===== config.mk =====
export PLATFORM = sky130hd
export DESIGN_NAME = decoder_3x8_seq
export DESIGN_NICKNAME = d
export VERILOG_FILES = /design/src/rtl/decoder_3x8_seq.sv
export SDC_FILE = /design/constraint.sdc
export NUM_CORES = 1
export LEC_CHECK = 0
export CORE_ASPECT_RATIO = 1.1
export CORE_MARGIN = 8
export CORE_UTILIZATION = 25
export CTS_CLUSTER_SIZE = 12
export DETAILED_ROUTE_END_ITERATION = 12
export PLACE_DENSITY_LB_ADDON = 0.25
export SLEW_MARGIN = 0
export SYNTH_ARGS = -nofsm -noshare
export SYNTH_HDL_FRONTEND = slang
export SYNTH_SLANG_ARGS = --single-unit

===== constraint.sdc =====
create_clock -name clk -period 2.4 [get_ports clk]
set_input_delay 0.48 -clock clk [delete_from_list [all_inputs] [get_ports clk]]
set_output_delay 0.48 -clock clk [all_outputs]
set_load 0.02 [all_outputs]

===== src/rtl/decoder_3x8_seq.sv =====
// rtl/decoder_3x8_seq.sv - sequential 3-to-8 decoder with 2-entry input FIFO and timed one-hot pulses
//
// Purpose: accepts 3-bit codes over a valid/ready handshake, buffers up to two,
// and replays each as a one-hot strobe on y for PULSE_LEN enabled cycles,
// followed by GAP_LEN idle cycles.
//
// Parameters:
//   PULSE_LEN  cycles each one-hot output is held (1..255)
//   GAP_LEN    idle cycles after each pulse (0..255)
// Ports:
//   clk      in   clock, rising edge
//   rst      in   asynchronous active-high reset
//   a        in   [2:0] code to decode
//   a_valid  in   a is valid this cycle
//   a_ready  out  FIFO can accept (count != 2)
//   en       in   run enable; low freezes the FSM and blanks y/v/done
//   y        out  [7:0] one-hot decoded output, zero when idle
//   v        out  y carries a valid code
//   done     out  last cycle of each pulse
//   busy     out  FSM active or FIFO non-empty

module decoder_3x8_seq #(
    parameter int PULSE_LEN = 4,
    parameter int GAP_LEN   = 1
) (
    input  logic       clk,
    input  logic       rst,
    input  logic [2:0] a,
    input  logic       a_valid,
    output logic       a_ready,
    input  logic       en,
    output logic [7:0] y,
    output logic       v,
    output logic       done,
    output logic       busy
);

    localparam logic [7:0] PULSE_LOAD = 8'(PULSE_LEN - 1);
    localparam logic [7:0] GAP_LOAD   = (GAP_LEN > 0) ? 8'(GAP_LEN - 1) : 8'd0;
    localparam bit         HAS_GAP    = (GAP_LEN > 0);

    typedef enum logic [1:0] {
        IDLE  = 2'd0,
        DRIVE = 2'd1,
        GAP   = 2'd2
    } state_t;

    state_t     state;
    logic [7:0] cnt;
    logic [7:0] y_reg;
    logic       v_reg;

    logic [2:0] mem [2];
    logic       wr_ptr;
    logic       rd_ptr;
    logic [1:0] count;
    logic       push;
    logic       pop;
    logic       fifo_empty;
    logic [2:0] head;

    // Ready depends only on the registered count, so a same-cycle pop never
    // opens the door for a push into a full FIFO.
    assign a_ready    = (count != 2'd2);
    assign push       = a_valid && a_ready;
    assign fifo_empty = (count == 2'd0);
    assign head       = mem[rd_ptr];

    always_comb begin
        pop = 1'b0;
        if (en) begin
            case (state)
                IDLE:    pop = !fifo_empty;
                DRIVE:   pop = (cnt == 8'd0) && !HAS_GAP && !fifo_empty;
                default: pop = 1'b0;
            endcase
        end
    end

    always_ff @(posedge clk or posedge rst) begin
        if (rst) begin
            mem[0] <= 3'd0;
            mem[1] <= 3'd0;
            wr_ptr <= 1'b0;
            rd_ptr <= 1'b0;
            count  <= 2'd0;
        end else begin
            if (push) begin
                mem[wr_ptr] <= a;
                wr_ptr      <= ~wr_ptr;
            end
            if (pop) begin
                rd_ptr <= ~rd_ptr;
            end
            case ({push, pop})
                2'b10:   count <= count + 2'd1;
                2'b01:   count <= count - 2'd1;
                default: count <= count;
            endcase
        end
    end

    always_ff @(posedge clk or posedge rst) begin
        if (rst) begin
            state <= IDLE;
            cnt   <= 8'd0;
            y_reg <= 8'd0;
            v_reg <= 1'b0;
        end else if (en) begin
            case (state)
                IDLE: begin
                    if (!fifo_empty) begin
                        y_reg <= 8'd1 << head;
                        v_reg <= 1'b1;
                        cnt   <= PULSE_LOAD;
                        state <= DRIVE;
                    end
                end
                DRIVE: begin
                    if (cnt != 8'd0) begin
                        cnt <= cnt - 8'd1;
                    end else if (HAS_GAP) begin
                        y_reg <= 8'd0;
                        v_reg <= 1'b0;
                        cnt   <= GAP_LOAD;
                        state <= GAP;
                    end else if (!fifo_empty) begin
                        // Zero gap: chain straight into the next code, v stays high.
                        y_reg <= 8'd1 << head;
                        cnt   <= PULSE_LOAD;
                    end else begin
                        y_reg <= 8'd0;
                        v_reg <= 1'b0;
                        state <= IDLE;
                    end
                end
                GAP: begin
                    if (cnt != 8'd0) begin
                        cnt <= cnt - 8'd1;
                    end else begin
                        state <= IDLE;
                    end
                end
                default: state <= IDLE;
            endcase
        end
    end

    // Enable gates the visible outputs without disturbing the held pulse.
    assign y    = en ? y_reg : 8'd0;
    assign v    = en && v_reg;
    assign done = en && (state == DRIVE) && (cnt == 8'd0);
    assign busy = (state != IDLE) || !fifo_empty;

endmodule


==> results of run 1 <==
## logic make-up (layout without fill, tap and decap cells)
logic type | count (synthesis) | count (layout) | synth area share, %
XOR/XNOR | 5 | 5 | 2.60
AND/OR/NAND/NOR | 57 | 57 | 20.5
multiplexers | 19 | 19 | 12.5
AO/OA/AOI/OAI | 28 | 28 | 11.7
buffers and inverters | 15 | 49 | 3.64
adder cells (fa/ha/maj) | 8 | 8 | 5.93
flip-flops | 29 | 29 | 43.0
## placed cells by master, fill, tap and decap left out, drive strengths merged, types with 2 or more instances in the layout
master / synthesis / layout
xnor2: 3 / 3
nand4: 2 / 2
xor2: 2 / 2
and2: 10 / 10
buf: 2 / 13
or3: 4 / 4
a21o: 2 / 2
ha: 8 / 8
clkbuf: 3 / 5
or4: 4 / 4
a31oi: 3 / 3
dfrtp: 29 / 29
dlygate4sd2: 0 / 2
o31ai: 2 / 2
clkdlybuf4s50: 0 / 7
inv: 10 / 10
mux2: 17 / 17
nor2: 14 / 14
mux2i: 2 / 2
nand3: 2 / 2
o21ai: 5 / 5
a21oi: 9 / 9
dlymetal6s2s: 0 / 9
clkinv: 0 / 2
nand2b: 4 / 4
nand2: 7 / 7
## worst reg2reg max path: stages (launching register included)
cell	delay [ns]
dfrtp_1	0.41
inv_1	0.12
ha_1	0.23
or4bb_1	0.46
o211ai_2	0.35
buf_4	0.20
mux2_2	0.32
## cell type report
cell class / instances / area, sq um
fill: 683 / 4400
multi-input combinational: 117 / 905
sequential: 29 / 726
timing repair buffer: 31 / 298
tap: 82 / 103
clock buffer: 5 / 68.8
inverter: 10 / 37.5
clock inverter: 3 / 17.5
## routing by layer
metal  part of all wire [%]  routed length [microns]  GRT usage [%]  up-vias
met4                    3.6                      124           5.86        0
met1                     47                     1610           9.82      551
met3                    5.5                      187           2.42        8
met5                      0                        0              0        -
li1                       -                        -              -      637
met2                     44                     1500           11.6       21
## cells in the mapped netlist
cell      count  share of area, %
dfrtp_1      29                43
mux2_2       17                11
nor2_1       14               3.1
and2_1       10               3.7
inv_1        10               2.2
a21oi_1       8               2.4
ha_1          8               5.9
nand2_1       7               1.6
o21ai_0       5               1.5
nand2b_1      4               1.5
or3_1         4               1.5
or4_1         4               1.8
a31oi_1       3               1.1
clkbuf_1      3              0.67
xnor2_1       3               1.6
a21o_1        2              0.89
mux2i_1       2               1.2
nand4_1       2              0.74
o31ai_1       2              0.89
xor2_1        2               1.0
a211oi_1      1              0.45
a21oi_4       1              0.96
a32oi_1       1              0.52
and3_1        1              0.37
and3b_1       1              0.52
buf_2         1              0.30
buf_4         1              0.45
nand3_1       1              0.30
nand3_4       1               1.0
nor2b_1       1              0.37
nor3_1        1              0.30
nor3b_1       1              0.45
nor4_4        1               1.3
nor4b_1       1              0.52
o211a_1       1              0.59
o211ai_2      1              0.74
o21ba_2       1              0.59
o32a_1        1              0.59
o32ai_1       1              0.52
or2_2         1              0.37
or3b_1        1              0.52
or4bb_1       1              0.67
## where the power goes
group	internal, mW	switching (mW)
sequential	0.696	0.188
combinational	0.661	0.620
clock	0.199	0.188
total	1.56	0.996
## timing repair
item	in CTS	in global routing
resized for setup	2	10
setup endpoints to repair	2	10
hold endpoints to repair	0	0
## path summary, 6_finish.rpt
check / from / end / depth (start not counted)
max: state[1]$_DFFE_PP0P_ / busy / 4
min: wr_ptr$_DFFE_PP0P_ / wr_ptr$_DFFE_PP0P_ / 1
max reg2reg: state[0]$_DFFE_PP0P_ / cnt[0]$_DFFE_PP0P_ / 6
min reg2reg: wr_ptr$_DFFE_PP0P_ / wr_ptr$_DFFE_PP0P_ / 1
max in group asynchronous: rst / mem[1]$_DFFE_PP0P_ / 3
min in group asynchronous: rst / y_reg[2]$_DFFE_PP0P_ / 3
==> reports/qor.yml, run 1 <==
critical_path:
  rrSetupSlack_ns: 0.20
  cpPeakStageDelay_ns: 0.42
  slowest_stage: "dfrtp_1"
  crit_fanout: 4
  required_ns: 1.92
  criticalPathCategory: "reg -> out"
  path_delay_family: "buffers and inverters"
  endpoint_kind: "output port"
  cp_cell_sequence: "inv_1 -> ha_1 -> or3b_1 -> dlygate4sd2_1"
  start_kind: "flop"
  path_buf_inv: 2
  crit_arrival_ns: 1.79
sta:
  min_period_ns: 2.27
  finClkSkew_ns: 0.00875
  maxSlewViolCount: 0
  worst_pin_slew_ns: 0.378
  hold_viol: 0
  whs_ns: 0.495
  setup_viol: 0
  fmaxAchievable_mhz: 440
  setup_ws_ns: 0.128
  setup_tns_ns: 0
  rsz0062_at_grt: "no"
  slew_headroom_pct: 74.8
  finalCritPeriodShare_pct: 94.7
route:
  dr.pass1.iters: 4
  drt_iter0_drc: 30
  drc: 0
  detail_route.vias_per_cell: 4.39
  ant_nets: 0
  drt-total-wl_mm: 3.42
  wire_per_inst_microns: 12.4
  dr_total_vias: 1217
clocking:
  ctsLongestPathBuffers: 2
  clk_pin_slew_ns: 0.07
  cts_sinks: 29
  ctsHoldBuffers: 0
  clk_latency_ns: 0.28
  post_cts_buffers: 0
  numCtsBuffers: 5
  cts_tree: "done"
  htree_levels: 2
  clockRootBuffer: "clkbuf_8"
flow_run:
  cap_violations: 0
floorplan:
  core_sq_mm: 0.00656
  die-area_sq_mm: 0.00963
  die_w_microns: 94.3
  start_util_pct: 25.7
  row_count: 31
  die_height_microns: 102
  io_pins: 19
finish:
  design_area_sq_mm: 0.00215
  diodes: 0
  post-route-util_pct: 32.9
  final_nets: 209
  drive_gt1_share_pct: 23.1
  stdcell_count: 277
  synthToLayoutAreaGrowth_pct: 27.7
global_route:
  track_usage_pct: 8.00
  grt_pass1_vias: 1216
  grt_max_degree: 30
  grt_overflow: 0
  grt_pass1_wl_mm: 5.91
  antenna_found_initial: 0
power_and_ir_drop:
  p_leak_nw: 1.10
  vdd_drop_max_mv: 0.298
  power_density_mw_per_mm2: 1180
  total_power_mw: 2.55
placed_design:
  dpl_cell_area_sq_mm: 0.00204
  gp_congestion: 0.780
  dp.cells: 269
  io_buffers: 18
  dpl.hpwl_mm: 2.54
  dp_slack_ns: 0.00710
logic_synthesis:
  synth.avg_cell_area_sq_um: 10.5
  yosys_warnings: 0
  syn_nets: 176
  netlist_area_sq_mm: 0.00169
  seq_area_frac_synth_pct: 43.0
  ys_ff_latch: 29
  synth_cells: 161
  synth_cell_types: 42
status:
  status: "complete, no violations"
worst_hold_path:
  min_path_type: "reg -> reg"
(Power assumes the default switching activity.)
==> run 2, diff against run 1 <==
--- a/config.mk
+++ b/config.mk
@@ -10,7 +10,6 @@
 export CORE_UTILIZATION = 25
 export CTS_CLUSTER_SIZE = 12
 export DETAILED_ROUTE_END_ITERATION = 12
-export PLACE_DENSITY_LB_ADDON = 0.25
 export SLEW_MARGIN = 0
 export SYNTH_ARGS = -nofsm -noshare
 export SYNTH_HDL_FRONTEND = slang
==> reports/qor.yml, run 2 (synthesized netlist as in run 1, its figures left out) <==
route:
  highest_layer: "met4"
  drt-total-wl_mm: 3.50  # +2.3%
  dr_total_vias: 1263  # +3.8%
  wl_met1_mm: 1.60  # -0.74%
  wl_met3_microns: 194  # +3.7%
  ant_nets: 0  # unchanged
  met2_length_mm: 1.64  # +9.7%
  detail_route.vias_per_cell: 4.58  # +4.2%
  drc: 0  # unchanged
  drt_iter0_drc: 31  # +3.3%
  wire_per_inst_microns: 12.7  # +2.6%
  dr.pass1.iters: 4  # unchanged
status:
  status: "complete, no violations"
global_route:
  grt_overflow: 0  # unchanged
  grt_pass1_wl_mm: 5.74  # -2.9%
  antenna_found_initial: 0  # unchanged
  grt_max_degree: 30  # unchanged
  grt_pass1_vias: 1239  # +1.9%
  track_usage_pct: 7.63  # -0.38 points
critical_path:
  r2r-end: "cnt[0]$_DFFE_PP0P_"
  reg2regPathDepth: 6  # unchanged
  cpPeakStageDelay_ns: 0.42  # about the same
  rrSetupSlack_ns: 0.22  # +0.02 ns
  endpoint_kind: "output port"
  criticalPathCategory: "reg -> out"
  start_kind: "flop"
  slowest_stage: "dfrtp_1"
  r2r-start: "state[0]$_DFFE_PP0P_"
  required_ns: 1.92  # about the same
  crit_arrival_ns: 1.81  # +0.02 ns
  cp_cell_sequence: "inv_1 -> ha_1 -> or3b_1 -> dlygate4sd2_1"
  crit_fanout: 4  # unchanged
power_and_ir_drop:
  p_leak_nw: 1.00  # -9.3%
  switching_share_pct: 37.9  # -1.2 points
  pwr-share-clk_pct: 19.9  # +4.7 points
  p_int_mw: 1.66  # +7.0%
  p_sw_mw: 1.01  # +1.8%
  pwr-share-comb_pct: 46.9  # -3.3 points
  vdd_drop_max_mv: 0.547  # +84%
  p_seq_share_pct: 33.2  # -1.4 points
  power_density_mw_per_mm2: 1250  # +5.8%
clocking:
  ctsHoldBuffers: 0  # unchanged
  cts_tree: "done"
  clk_pin_slew_ns: 0.06  # about the same
  htree_levels: 2  # unchanged
  clockRootBuffer: "clkbuf_8"
  clk_latency_ns: 0.28  # about the same
  ctsLongestPathBuffers: 2  # unchanged
  cts_sinks: 29  # unchanged
  numCtsBuffers: 5  # unchanged
finish:
  final_common_cell: "dfrtp_1"
  drive_gt1_share_pct: 22.2  # -0.91 points
  fillers: 681  # -0.29%
  diodes: 0  # unchanged
  stdcell_count: 276  # -0.36%
  synthToLayoutAreaGrowth_pct: 26.8
  multi_input_area_sq_um: 900  # -0.55%
  final_nets: 208  # -0.48%
  regArea_sq_um: 726  # unchanged
  most-common-layout-cells: "dfrtp_1 (29), mux2_2 (17), nor2_1 (14)"
placed_design:
  io_buffers: 18  # unchanged
  dpl.hpwl_mm: 2.55  # +0.14%
  dp.cells: 268  # -0.37%
  gp_congestion: 0.783  # +0.37%
floorplan:
  core_sq_mm: 0.00656  # unchanged
  io_pins: 19  # unchanged
  start_util_pct: 25.7  # unchanged
  row_count: 31  # unchanged
  die-area_sq_mm: 0.00963  # unchanged
  die_height_microns: 102  # unchanged
  die_w_microns: 94.3  # unchanged
worst_hold_path:
  min_path_cells: 1  # unchanged
  min_path_type: "reg -> reg"
  hold_start: "wr_ptr$_DFFE_PP0P_"
  hold_end: "wr_ptr$_DFFE_PP0P_"
sta:
  whs_ns: 0.495  # -0.0000130 ns
  rsz0062_at_grt: "no"
  maxSlewViolCount: 0  # unchanged
  setup_tns_ns: 0  # unchanged
  min_period_ns: 2.29  # +0.0200 ns
  hold_viol: 0  # unchanged
  fmaxAchievable_mhz: 436  # -0.87%
  worst_pin_slew_ns: 0.376  # -0.00172 ns
  setup_viol: 0  # unchanged
  finClkSkew_ns: 0.00198  # -0.00678 ns
  finalCritPeriodShare_pct: 95.5  # +0.84 points
  slew_headroom_pct: 74.9  # +0.11 points
flow_run:
  cap_violations: 0  # unchanged
## run 2: cell types whose count changed in the layout (fill, tap and decap cells not counted), sizes merged
cell and delta:
bufinv +1, dlymetal6s2s -8, clkbuf +3, clkinv -2
buf -1, dlygate4sd2 +7, clkinvlp -1
## run 2: repair_timing
action                                 in CTS  in global routing
gates resized for setup                    11                  2
endpoints found under the hold margin       0                  0
buffers inserted                            0                  0
gates cloned                                0                  0
setup endpoints to repair                  10                  2
## run 2: layer usage
| layer | track usage (%) | up-vias |
|---|---|---|
| met5 | 0 | - |
| met4 | 3.66 | 0 |
| met3 | 2.57 | 7 |
| met2 | 12.0 | 24 |
| met1 | 9.10 | 596 |
| li1 | - | 636 |
## run 2: per-stage QoR
stage	utilization (%)	power (mW)	area, sq um	worst slack [ns]
3_5_place_dp	31.1	2.19	2040	-0.0107
3_3_place_gp	31.1	2.17	2040	-0.00463
5_1_grt	32.6	2.89	2140	0.0457
2_1_floorplan	-	1.77	1690	0.349
6_report	32.6	2.68	2140	0.108
4_1_cts	32.7	2.71	2140	0.00299
## run 2: worst max path at each step
stage | cells after the start | startpoint | end | slack, ns
global route | 4 | state[0]$_DFFE_PP0P_ | busy | 0.05
finish | 4 | state[0]$_DFFE_PP0P_ | busy | 0.11
global placement | 4 | en | y[2] | -0.005
detailed placement | 4 | en | y[3] | -0.01
floorplan | 5 | cnt[0]$_DFFE_PP0P_ | done | 0.35
CTS | 4 | en | y[1] | 0.003
## run 2: layout make-up
cell class / instances / area share (%)
multi-input combinational: 117 / 42.1
sequential: 29 / 33.9
clock buffer: 7 / 4.04
inverter: 10 / 1.76
timing repair buffer: 30 / 12.0
tap: 82 / 4.80
clock inverter: 1 / 1.40
## run 2: power groups by stage
stage / combinational, mW / sequential, mW / clock, mW
final: 1.26 / 0.889 / 0.534
after global routing: 1.39 / 0.925 / 0.569
after CTS: 1.27 / 0.891 / 0.547
after detailed placement: 1.29 / 0.899 / 0
after global placement: 1.28 / 0.893 / 0
after floorplan: 0.952 / 0.822 / 0
## run 2: worst max-delay path, delay by kind of cell (launching register included)
family,cells,cell delay (ns)
buf+inv,2,0.48
flops,1,0.42
simple gates,1,0.41
fa+ha+maj,1,0.22
